$ cat config.mk
export PLATFORM = sky130hd
export DESIGN_NAME = phase_seq_gen
export DESIGN_NICKNAME = d
export VERILOG_FILES = /design/src/rtl/phase_seq_gen.sv
export SDC_FILE = /design/constraint.sdc
export NUM_CORES = 1
export LEC_CHECK = 0
export CAP_MARGIN = 25
export CORE_MARGIN = 8
export CORE_UTILIZATION = 49
export DETAILED_ROUTE_END_ITERATION = 10
export DONT_BUFFER_PORTS = 1
export PLACE_DENSITY = 0.62
export SLEW_MARGIN = 20
export SYNTH_ARGS = -nofsm -noshare
export SYNTH_HDL_FRONTEND = slang
export SYNTH_SLANG_ARGS = --single-unit
$ cat constraint.sdc
create_clock -name clk -period 2.3 [get_ports clk]
set_input_delay 0.115 -clock clk [delete_from_list [all_inputs] [get_ports clk]]
set_output_delay 0.115 -clock clk [all_outputs]
set_load 0.01 [all_outputs]
$ cat src/rtl/phase_seq_gen.sv
// phase_seq_gen: produces the per-element phase codes for one linear
// beam-steering row, phase[k] = (offset + k*step) mod 2^PH_W, one element per
// clock. A hold input stalls the sequence. A one-cycle done pulse follows the
// last element.
//
// Output handshake: phase_valid=1 marks the single cycle in which
// phase_out/elem_idx carry a new element. There is no ready signal. The
// consumer stalls the stream by raising hold. While hold is high, phase_valid
// stays low and nothing advances. The element after the stall is the next one
// in order, so no element is skipped and none is repeated with phase_valid=1.
module phase_seq_gen #(
  parameter int PH_W   = 5,
  parameter int N_ELEM = 16,
  parameter int IDX_W  = 4
) (
  input  logic             clk,
  input  logic             rst,
  input  logic             start,
  input  logic [PH_W-1:0]  phase_step,
  input  logic [PH_W-1:0]  phase_offset,
  input  logic             hold,
  output logic [PH_W-1:0]  phase_out,
  output logic             phase_valid,
  output logic [IDX_W-1:0] elem_idx,
  output logic             busy,
  output logic             done,
  output logic             state_dbg
);

  typedef enum logic {
    IDLE = 1'b0,
    RUN  = 1'b1
  } state_t;

  localparam logic [IDX_W-1:0] LAST_IDX = IDX_W'(N_ELEM - 1);

  state_t          state;
  logic [PH_W-1:0] step_q;

  // Debug view of the FSM: 1 while a sequence is running.
  assign state_dbg = (state == RUN);

  // Sequencer FSM with registered outputs. The phase accumulates the latched
  // step. The PH_W-bit add drops the carry, which gives the modulo wrap.
  always_ff @(posedge clk) begin
    if (rst) begin
      state       <= IDLE;
      step_q      <= '0;
      phase_out   <= '0;
      phase_valid <= 1'b0;
      elem_idx    <= '0;
      busy        <= 1'b0;
      done        <= 1'b0;
    end else begin
      case (state)
        IDLE: begin
          done        <= 1'b0;
          phase_valid <= 1'b0;
          if (start) begin
            step_q      <= phase_step;
            phase_out   <= phase_offset;
            elem_idx    <= '0;
            phase_valid <= 1'b1;
            busy        <= 1'b1;
            state       <= RUN;
          end
        end
        RUN: begin
          if (hold) begin
            phase_valid <= 1'b0;
          end else if (elem_idx == LAST_IDX) begin
            phase_valid <= 1'b0;
            busy        <= 1'b0;
            done        <= 1'b1;
            elem_idx    <= '0;
            state       <= IDLE;
          end else begin
            phase_out   <= phase_out + step_q;
            elem_idx    <= elem_idx + IDX_W'(1);
            phase_valid <= 1'b1;
          end
        end
        default: state <= IDLE;
      endcase
    end
  end

endmodule

==> metrics.md <==
| Metric | Value |
|---|---|
| CTS tree | yes |
| Global-route wire length before repair | 3.31 mm |
| R2R setup slack | 0.19 ns |
| Row cnt | 15 |
| Routed vias | 737 |
| Avg Vias per Cell | 5.26 |
| Chip Width | 59.4 um |
| Port Buffers | 0 |
| Initial antenna violation count | 0 |
| Final ANT Viol Nets | 0 |
| Worst r2r path cells | 8 |
| Fin crit share | 0.916 |
| Most frequent cells in the layout | 18 x dfxtp_1, 16 x nor2_1, 13 x a21oi_1, 13 x nand2_1, 7 x dlygate4sd3_1 |
| Fin. Hold Viols | 0 |
| Slew @ Worst Pin | 0.720 ns |
| H-tree depth | 1 |
| Starting density of the core | 0.528 |
| WP data arrival | 2.32 ns |
| Reg2reg start | phase_out[0]$_SDFFE_PP0P_ |
| Asr flop ratio synth | 0 |
| Layout cells sized above 1 | 0.0783 |
| Critical Path End | phase_out[4]$_SDFFE_PP0P_ |
| Post-CTS setup buffers | 0 |
| Synth Instances | 109 |
| Required time of the critical path | 2.51 ns |
| Worst-skew pair later-pin latency | 0.30 ns |
| Power Density | 647 mW/mm^2 |
| FMAX | 475 MHz |
| Worst r2r dst | phase_out[4]$_SDFFE_PP0P_ |
| Total CTS buffers | 3 |
| HPWL after detailed placement | 1.44 mm |
| ANT cells | 0 |
| RSZ-0062 raised after global routing | no |
| DR iter-0 viols | 15 |
| Critical Path Fanout Max | 3 |
| Largest net degree at the start of global routing | 19 |
| Final Wtd Congestion | 0.749 |
| Slew Limit Fails | 0 |
| Clock transition at path regs | 0.11 ns |
| Core Area | 0.00175 sq mm |
| Synthesis-to-layout area growth | 11.9% |
| DRT Pass-1 Iters | 4 |
| CP peak stage delay | 0.42 ns |
| Cell Area, Synth | 922 sq um |
| Hold WC Path Type | input pin to flip-flop |
| Cell breakdown of the critical path | ha_1 -> inv_1 -> fa_1 -> nand2b_1 -> a21oi_2 -> xor2_1 -> mux2i_1 -> a2111oi_2 |
| Clock root cell | clkbuf_4 |
| Critical path startpoint | phase_out[0]$_SDFFE_PP0P_ |
| Worst Setup Start Kind | flip-flop |
| Syn avg cell area | 8.46 sq um |
| Synth Warn # | 0 |
| Final core occ | 0.591 |
| GRT Util Overall | 0.119 |
| CTS Hold Bufs | 7 |
| Max-Cap Viols | 0 |
| Worst path slowest cell | dfxtp_1 |
| Full die area | 0.00353 sq mm |
| Status | complete, no violations |
| Final setup fails | 0 |
| Commonest non-fill, non-tap cell in the layout | dfxtp_1 |
| Post-synth EDFFs | 0 |
| LEAKAGE | 0.000409 uW |
| Setup WS pre-CTS | 0.201 ns |
| # clock sinks | 18 |
| Final setup skew | 0.0110 ns |
| Worst rel slew slack | 0.518 |
| Post-cts sizing count | 0 |
| Worst Setup End Kind | flip-flop |
| Die Y | 59.4 um |
| Ports | 27 |
| Minimum clock period | 2.11 ns |
| Seq/Total Area, Yosys | 0.391 |
| # nets final | 136 |
| Grt ovf | 0 |
| Final wirelength | 1.99 mm |
| Synth cell types | 29 |
| Clk buf depth | 2 |
| Final setup margin | 0.193 ns |
| Mean routed wirelength per cell | 14.2 um |
| Worst vdd ir | 0.373 mV |
| Top FF cell, synth | dfxtp_1 |
| Critical path type | flip-flop to flip-flop |
| Setup TNS | 0 ns |
| Number of global-route vias before repair | 720 |
| Syn_nets | 129 |
| DRC errors left | 0 |
| Yosys reg bits | 18 |
-- report_power, final --
group | switching [uW] | leakage (uW) | internal (uW)
Combinational | 60.5 | 0.000240 | 50.5
Sequential | 24.9 | 0.000148 | 332
Clock | 103 | 0.0000210 | 96.5
Total | 189 | 0.000409 | 479
-- cell families after synthesis --
kind of cell	share of synthesized area
AO/OA/AOI/OAI	0.178
flip-flops	0.391
adder cells (fa/ha/maj)	0.0896
AND/OR/NAND/NOR	0.208
multiplexers	0.0556
buffers and inverters	0.0502
XOR/XNOR	0.0285
-- worst min-delay path by stage --
| stage | start | endpoint | slack (ns) | cells past startpoint |
|---|---|---|---|---|
| 6_report | start | elem_idx[1]$_SDFFE_PP0P_ | 0.02 | 3 |
| 4_1_cts | hold | done$_SDFFE_PP0P_ | 0.008 | 3 |
| 2_1_floorplan | phase_step[0] | step_q[0]$_SDFFE_PP0P_ | 0.25 | 2 |
| 5_1_grt | hold | done$_SDFFE_PP0P_ | 0.03 | 3 |
| 3_3_place_gp | rst | phase_out[4]$_SDFFE_PP0P_ | 0.19 | 1 |
| 3_5_place_dp | rst | phase_out[4]$_SDFFE_PP0P_ | 0.19 | 1 |
-- per-stage QoR --
stage / power, uW / area (sq um) / cells / hold slack (ns)
5_1_grt: 704 / 1030 / 140 / 0.0277
4_1_cts: 675 / 1030 / 140 / 0.00797
3_5_place_dp: 462 / 926 / 129 / 0.188
3_3_place_gp: 460 / 926 / 129 / 0.187
2_1_floorplan: 450 / 922 / 109 / 0.251
6_report: 668 / 1030 / 140 / 0.0181
-- Yosys cell counts (2+ instances only) --
cell type | instances | area [sq um]
nor2_1 | 16 | 60.1
nand2_1 | 13 | 48.8
o21ai_0 | 3 | 15.0
xnor2_1 | 2 | 17.5
dfxtp_1 | 18 | 360
clkbuf_1 | 3 | 11.3
nand3_1 | 3 | 15.0
nor3b_1 | 3 | 22.5
a21o_1 | 2 | 15.0
inv_1 | 3 | 11.3
mux2i_1 | 4 | 40.0
nand2b_1 | 2 | 12.5
nor2b_1 | 3 | 18.8
a21oi_1 | 13 | 65.1
a211oi_1 | 3 | 22.5
ha_1 | 5 | 62.6
-- layout make-up --
class,count,area (sq um)
fill,161,713
multi-input combinational,82,515
sequential,18,360
timing repair buffer,8,77.6
clock buffer,4,36.3
tap,25,31.3
inverter,3,11.3
-- registers in the layout, indices dropped and copies added (netlist names) --
name and cells:
phase_valid 1, phase_out 5, step_q 5, state_dbg 1
elem_idx 4, done 1, busy 1
-- critical path: cells and delay by family, from the launching register on --
family | cells | cell delay [ns]
adder cells (fa/ha/maj) | 2 | 0.61
AO/OA/AOI/OAI | 2 | 0.48
AND/OR/NAND/NOR | 1 | 0.17
flip-flops | 1 | 0.42
buffers and inverters | 1 | 0.06
multiplexers | 1 | 0.11
XOR/XNOR | 1 | 0.18
-- per-layer routing --
layer | global-route usage | part of all wire | up-vias
li1 | - | - | 384
met1 | 0.133 | 0.47 | 332
met2 | 0.196 | 0.45 | 19
met3 | 0.0629 | 0.082 | 2
met4 | 0.0205 | 0.0060 | 0
met5 | 0 | 0 | -
(Power assumes the default switching activity.)
